File: src/rtl/turn_timer.sv
// Per-turn countdown timer: arms on a rising edge of start, counts down TURN_SECONDS whole
// seconds of CLK_HZ cycles, and pulses timeout once if the player has not moved in time.
module turn_timer #(
  parameter int unsigned CLK_HZ       = 50_000_000,
  parameter int unsigned TURN_SECONDS = 15
) (
  input  logic       clk,
  input  logic       rst,
  input  logic       start,
  input  logic       move_done,
  output logic       running,
  output logic       timeout,
  output logic [6:0] secs_left,
  output logic [3:0] tens,
  output logic [3:0] ones
);

  localparam int unsigned PreW = (CLK_HZ > 1) ? $clog2(CLK_HZ) : 1;

  typedef enum logic [1:0] {StIdle, StRun, StExpired} state_e;

  state_e          state;
  logic [PreW-1:0] pre;
  logic            start_d;
  logic            start_rise;
  logic            tick;

  assign start_rise = start & ~start_d;
  assign tick       = (state == StRun) && (pre == PreW'(CLK_HZ - 1));
  assign running    = (state == StRun);

  always_comb begin
    tens = 4'(secs_left / 7'd10);
    ones = 4'(secs_left % 7'd10);
  end

  always_ff @(posedge clk or negedge rst) begin
    if (!rst) begin
      state     <= StIdle;
      pre       <= '0;
      secs_left <= '0;
      start_d   <= 1'b0;
      timeout   <= 1'b0;
    end else begin
      start_d <= start;
      timeout <= 1'b0;
      case (state)
        StIdle: begin
          if (start_rise) begin
            state     <= StRun;
            secs_left <= 7'(TURN_SECONDS);
            pre       <= '0;
          end
        end
        StRun: begin
          pre <= tick ? '0 : pre + PreW'(1);
          // Abort and move acceptance both outrank a tick on the same edge.
          if (!start || move_done) begin
            state     <= StIdle;
            secs_left <= '0;
          end else if (tick) begin
            if (secs_left == 7'd1) begin
              secs_left <= '0;
              state     <= StExpired;
              timeout   <= 1'b1;
            end else begin
              secs_left <= secs_left - 7'd1;
            end
          end
        end
        StExpired: begin
          // Holding start high must not re-arm; wait for it to drop first.
          secs_left <= '0;
          if (!start) state <= StIdle;
        end
        default: state <= StIdle;
      endcase
    end
  end

endmodule

File: config.mk
export PLATFORM = sky130hd
export DESIGN_NAME = turn_timer
export DESIGN_NICKNAME = d
export VERILOG_FILES = /design/src/rtl/turn_timer.sv
export SDC_FILE = /design/constraint.sdc
export NUM_CORES = 1
export LEC_CHECK = 0
export ABC_AREA = 0
export BUFFER_PORTS_ARGS = -buffer_cell sky130_fd_sc_hd__buf_2
export CORE_MARGIN = 5
export CORE_UTILIZATION = 50
export DETAILED_ROUTE_END_ITERATION = 16
export HOLD_SLACK_MARGIN = 0.06
export PLACE_DENSITY_LB_ADDON = 0.08
export SYNTH_ARGS = -nofsm -noshare
export SYNTH_HDL_FRONTEND = slang
export SYNTH_SLANG_ARGS = --single-unit
File: constraint.sdc
create_clock -name clk -period 2.8 [get_ports clk]
set_input_delay 0.14 -clock clk [delete_from_list [all_inputs] [get_ports clk]]
set_output_delay 0.14 -clock clk [all_outputs]
set_load 0.01 [all_outputs]
==> flow_metrics.py, run 1 <==
metrics = {
    "drt": {
        "drt_iter0_drc": 131,
        "avgViaCountPerCell": 5.499,
        "vias": 1930,
        "first_pass_iters": 4,
        "drc_errors": 0,
        "ant_nets": 0,
        "wire_per_inst_um": 14.83,
        "drt-total-wl_um": 5207,
    },
    "synthesis": {
        "post_synth_num_cell_types": 49,
        "synth.area.top_cells": "dfrtp_1 (38%), xor2_1 (6.1%), ha_1 (5.2%)",
        "yosysSeqAreaShare_pct": 38.14,
        "yosysTopAreaCell": "dfrtp_1",
        "synth_area_mm2": 0.002427,
        "postSynthCellCount": 260,
        "synth_edf_count": 0,
        "ys_ff_latch": 37,
        "synth.avg_cell_area_um2": 9.336,
        "synth_top_cell_area_share_pct": 38.14,
        "synth_common_cells": "dfrtp_1 (37), nor2_1 (30), xor2_1 (17)",
        "yosys_warnings": 0,
        "synthesis.nets": 274,
        "yosys.cell_count.top_type": "dfrtp_1",
        "ys.flop_type": "dfrtp_1",
        "async_flop_share_pct": 100.0,
    },
    "status": {
        "status": "finished, final reports clean",
    },
    "clocking": {
        "htree_num_levels": 2,
        "clkSinkCount": 37,
        "clockBufferDepth": 2,
        "clock_latency_ns": 0.29,
        "cts.clk_slew.worst_paths_ns": 0.08,
        "cts_inserted_buffers": 5,
        "cts_tree": "done",
        "root_buffer": "clkbuf_8",
        "post_cts_buffers": 0,
    },
    "floorplan": {
        "boundaryPins": 21,
        "start_util_pct": 51.39,
        "die_h_um": 79.68,
        "core_area_mm2": 0.004723,
        "die_x_um": 79.68,
        "die-area_mm2": 0.006348,
        "num_rows": 25,
    },
    "final_layout": {
        "drive_gt1_share_pct": 16.90,
        "final_util_pct": 58.01,
        "n_antenna_cell": 0,
        "syn_to_final_growth_pct": 12.89,
        "layout.nets": 297,
        "stdcell_count": 351,
    },
    "timing": {
        "holdWs_ns": 0.3120,
        "relSlewSlack_pct": 41.45,
        "fmax_ghz": 0.3834,
        "setup_viol": 0,
        "fin_worst_skew_ns": 0.009651,
        "min_period_ns": 2.609,
        "worst_pin_slew_ns": 0.8783,
        "hold_viol": 0,
        "report.final.slew_viol_count": 0,
        "post-route-period-util_pct": 93.16,
    },
    "place": {
        "hpwlAfterDp_um": 3621,
        "place.gp.congestion": 0.7955,
        "io_buffers": 20,
        "dp_cells": 341,
    },
    "worst_setup_path": {
        "crit_arrival_ns": 2.47,
        "crit_type": "register to primary output",
        "crit_slowest_cell": "dfrtp_1",
        "endpoint_kind": "primary output",
        "cpLargestDelayFamily": "compound AO/OA/AOI/OAI gates",
        "worstPathRequired_ns": 2.66,
        "cp_cell_sequence": "inv_1 -> o311ai_2 -> o32ai_2 -> xnor2_2 -> inv_1 -> ha_1 -> o21a_1 -> o31ai_2 -> xnor2_1 -> buf_2",
        "cpMostUsedCell": "inv_1",
        "worstPathBufferInverterCount": 3,
        "cp_max_fo": 7,
        "crit_path_max_incr_delay_ns": 0.43,
        "startpoint_type": "register",
    },
    "power": {
        "p_sw_share_pct": 40.67,
        "p_leak_uw": 0.001256,
        "p_per_area_mw_per_mm2": 782.4,
        "combPwrFrac_pct": 44.1,
        "p_int_uw": 1272,
        "max-vdd-ir-drop_v": 0.0004424,
        "p_sw_uw": 871.9,
        "power.sequential.fraction_pct": 33.3,
        "clkPwrFrac_pct": 22.6,
    },
    "grt": {
        "grt_max_degree": 38,
        "track_usage_pct": 18.51,
        "antenna_found_initial": 0,
        "grt_pass1_vias": 1919,
        "grt_pass1_wl_um": 9177,
        "grt-ovfl-total": 0,
    },
    "run": {
        "drv_cap": 0,
    },
    "worst_hold_path": {
        "hold_class": "primary input to register",
    },
}
==> layout by cell type (no fill, tap or decap), drive strengths merged, types with 2 or more instances in the layout <==
cell type    Yosys  routed
a21o             2       2
a21oi           14      14
a22o             4       4
a31oi            3       3
and2             2       2
and3             9       9
and4             3       3
buf              9      23
clkbuf           0       7
dfrtp           37      37
dlygate4sd3      0       2
ha              10      10
inv             15      15
mux2             3       3
mux2i            4       4
nand2           15      15
nand2b           4       4
nand3           10      10
nand3b           2       2
nand4           12      12
nor2            30      30
nor2b            4       4
nor3             5       5
nor4             4       4
nor4b            2       2
nor4bb           2       2
o21a             3       3
o21ai           10      10
o22ai            3       3
o31ai            3       3
xnor2            7       7
xor2            17      17
==> timing repair <==
item	in CTS	in global routing
gates resized for setup	1	5
hold buffers	2	0
endpoints found under the hold margin	38	0
setup endpoints to repair	2	3
==> final timing paths <==
path / start / endpoint / slack [ns] / depth (start not counted)
worst max-delay path: secs_left[5] / ones[1] / 0.19 / 10
worst min-delay path: move_done / timeout / 0.31 / 4
worst max register to register: pre[0] / secs_left[4] / 0.51 / 6
worst min register to register: pre[25] / pre[25] / 0.54 / 2
max in group asynchronous: rst / secs_left[3] / 1.70 / 2
min in group asynchronous: rst / secs_left[5] / 0.51 / 2
==> power by group through the flow <==
| stage | Combinational [uW] | Clock (uW) | Sequential, uW |
|---|---|---|---|
| floorplan | 726 | 0 | 687 |
| global placement | 929 | 0 | 712 |
| detailed placement | 938 | 0 | 716 |
| CTS | 942 | 502 | 705 |
| global route | 1050 | 529 | 732 |
| finish | 945 | 485 | 715 |
==> worst register-to-register path: cells and delay by family, from the launching register on <==
kind	cells	cell delay [ns]
flip-flops	1	0.39
AND/OR/NAND/NOR	3	0.96
AO/OA/AOI/OAI	2	0.57
adder cells (fa/ha/maj)	1	0.24
==> through the flow <==
stage | worst slack [ns] | total power [uW] | cell area, um2 | setup TNS, ns
6_report | 0.1915 | 2144 | 2740 | 0
5_1_grt | -0.01792 | 2310 | 2740 | -0.01792
4_1_cts | 0.01859 | 2149 | 2716 | 0
3_5_place_dp | 0.2463 | 1654 | 2580 | 0
3_3_place_gp | 0.3492 | 1640 | 2580 | 0
2_1_floorplan | 0.4552 | 1413 | 2427 | 0
==> cell type report <==
type,instances,area (um2)
Sequential cell,37,928.4
Clock buffer,7,86.33
Inverter,15,56.30
Fill cell,414,1983
Timing Repair Buffer,25,142.6
Multi-Input combinational cell,199,1413
Tap cell,67,83.83
Clock inverter,1,30.03
==> state kept, by name, indices dropped and copies added (netlist names) <==
register   cells
secs_left      7
start_d        1
state          2
timeout        1
pre           26
==> logic make-up (layout without fill, tap and decap cells) <==
logic type | count (synthesis) | in the layout | synth area share (%)
compound gates | 50 | 50 | 14.23
xor+xnor | 24 | 24 | 8.660
fa+ha+maj | 10 | 10 | 5.155
buf+inv | 24 | 48 | 4.536
flops | 37 | 37 | 38.14
mux | 7 | 7 | 3.196
simple gates | 108 | 108 | 26.08
==> routing by layer <==
| metal | part of all wire [%] | vias up | routed length (um) | global-route usage [%] |
|---|---|---|---|---|
| li1 | - | 974 | - | - |
| met3 | 2.4 | 9 | 124 | 3.499 |
| met1 | 51 | 927 | 2650 | 25.71 |
| met4 | 1.8 | 0 | 96 | 7.388 |
| met2 | 45 | 20 | 2335 | 28.30 |
| met5 | 0 | - | 0 | 0 |
Note: power is estimated with default switching activity, not from simulation.
==> run 2, diff against run 1 <==
- CORE_ASPECT_RATIO: unset -> 0.9
==> run 2 against run 1 <==
Final cell count unchanged. Largest cell class unchanged. Clock power down 26%. Critical path depth up 1. Die area hardly changed. Clock skew is 0.0023 ns lower. Hold slack better by 0.054 ns. Critical path type unchanged. Sequential cell count unchanged. Sequential power shrank 5.7%. Power is 4.9% lower. Largest power group unchanged. Register-to-register slack improved by 0.08 ns. Via count increased by 2.2%. Cell area shrank 1.1%.
==> flow_metrics.py, run 2 (same netlist as run 1, synthesis figures left out) <==
metrics = {
    "worst_setup_path": {
        "crit_path_max_incr_delay_ns": 0.40,
        "crit_arrival_ns": 2.46,
        "r2r_cells": 7,
        "cp_cell_sequence": "buf_4 -> inv_1 -> a21oi_1 -> o32ai_2 -> xnor2_2 -> inv_1 -> ha_1 -> o21a_1 -> o31ai_2 -> xnor2_1 -> buf_2",
        "endpoint_kind": "primary output",
        "worstPathRequired_ns": 2.66,
        "cpLargestDelayFamily": "compound AO/OA/AOI/OAI gates",
        "crit_type": "register to primary output",
        "crit_slowest_cell": "dfrtp_1",
        "cp_max_fo": 12,
        "worst-path-stages": 11,
        "startpoint_type": "register",
        "cpMostUsedCell": "inv_1",
        "worstPathBufferInverterCount": 4,
    },
    "power": {
        "p_per_area_mw_per_mm2": 752.2,
        "max-vdd-ir-drop_v": 0.0005020,
        "power_uw": 2039,
        "p_leak_uw": 0.001256,
    },
    "final_layout": {
        "final_cell_mix": "dfrtp_1 (37), nor2_1 (29), buf_2 (20)",
        "stdcell_area_mm2": 0.002711,
        "drive_gt1_share_pct": 16.78,
        "n_antenna_cell": 0,
        "final_common_cell": "dfrtp_1",
        "layout.nets": 299,
        "largest_register": "pre",
        "reg_top3": "pre (26), secs_left (7), state (2)",
        "syn_to_final_growth_pct": 11.70,
        "largest_reg_flops": 26,
    },
    "grt": {
        "grt_pass1_wl_um": 8604,
        "grt_pass1_vias": 1779,
        "track_usage_pct": 16.20,
        "grt_max_degree": 38,
        "antenna_found_initial": 0,
        "grt-ovfl-total": 0,
    },
    "worst_hold_path": {
        "whs_path_depth": 3,
        "hold_class": "primary input to register",
    },
    "timing": {
        "holdWs_ns": 0.3665,
        "fin_worst_skew_ns": 0.007370,
        "setup_slack_ns": 0.1987,
        "setup_viol": 0,
        "fmax_ghz": 0.3844,
        "report.final.slew_viol_count": 0,
        "finalSetupTns_ns": 0,
        "min_period_ns": 2.601,
        "hold_viol": 0,
        "relSlewSlack_pct": 45.09,
        "post-route-period-util_pct": 92.90,
        "worst_pin_slew_ns": 0.8237,
        "rsz0062_at_grt": "false",
    },
    "drt": {
        "drt-total-wl_um": 5004,
        "drc_errors": 0,
        "vias": 1973,
        "first_pass_iters": 5,
        "avgViaCountPerCell": 5.621,
        "wire_per_inst_um": 14.26,
        "drt_iter0_drc": 143,
        "ant_nets": 0,
    },
    "place": {
        "hpwlAfterDp_um": 3574,
        "io_buffers": 20,
        "place.gp.congestion": 0.7750,
        "placed_cell_area_mm2": 0.002592,
        "dp_slack_ns": 0.3792,
    },
    "clocking": {
        "root_buffer": "clkbuf_8",
        "clockBufferDepth": 2,
        "cts_inserted_buffers": 5,
        "cts_tree": "done",
        "htree_num_levels": 2,
        "post_cts_buffers": 0,
        "clock_latency_ns": 0.29,
        "cts.clk_slew.worst_paths_ns": 0.07,
        "clkSinkCount": 37,
    },
    "status": {
        "status": "finished, final reports clean",
    },
    "floorplan": {
        "start_util_pct": 50.84,
        "core_area_mm2": 0.004775,
        "boundaryPins": 21,
        "die_x_um": 83.45,
        "num_rows": 24,
        "die-area_mm2": 0.006350,
        "die_h_um": 76.10,
    },
    "run": {
        "drv_cap": 0,
    },
}
-- run 2: cell type report --
type | count | area [um2]
fillers | 439 | 2063
multi-input cells | 199 | 1408
flip-flops and latches | 37 | 925.9
repair buffers | 27 | 157.7
well taps | 65 | 81.33
clock buffers | 6 | 72.57
inverters | 15 | 56.30
clock inverters | 2 | 10.01
-- run 2: stage by stage --
| stage | util (%) | instances |
|---|---|---|
| finish | 56.79 | 351 |
| global route | 56.79 | 351 |
| CTS | 56.45 | 351 |
| detailed placement | 54.30 | 341 |
| global placement | 54.30 | 341 |
| floorplan | - | 260 |
-- run 2: power by group --
| part | switching [uW] | total, uW | internal (uW) |
|---|---|---|---|
| logic | 608 | 1010 | 398 |
| clock network | 187 | 359 | 172 |
| registers | 72.0 | 674 | 602 |
-- run 2: worst paths after layout --
| path | startpoint | slack (ns) | to |
|---|---|---|---|
| setup / recovery | secs_left[3] | 0.20 | ones[1] |
| hold / removal | move_done | 0.37 | state[1] |
| setup reg to reg | pre[0] | 0.59 | secs_left[4] |
| hold reg to reg | pre[15] | 0.55 | pre[15] |
| max in group asynchronous | rst | 1.80 | pre[11] |
| min in group asynchronous | rst | 0.48 | secs_left[6] |
-- run 2: worst min-delay path, cell delays in order --
cell      delay (ns)
buf_2           0.07
nand3b_1        0.29
a21oi_1         0.11
-- run 2: layer usage --
metal  global-route usage, %  up-vias  wire length, um
li1                        -      979                -
met1                   24.58      950             2576
met2                   22.76       39             2133
met3                   3.784        5              253
met4                   4.823        0               40
met5                       0        -                0
-- run 2: repair_timing --
action	CTS	global route
resized for setup	0	4
hold buffers	2	0
endpoints found under the setup margin	0	3
endpoints found under the hold margin	38	0
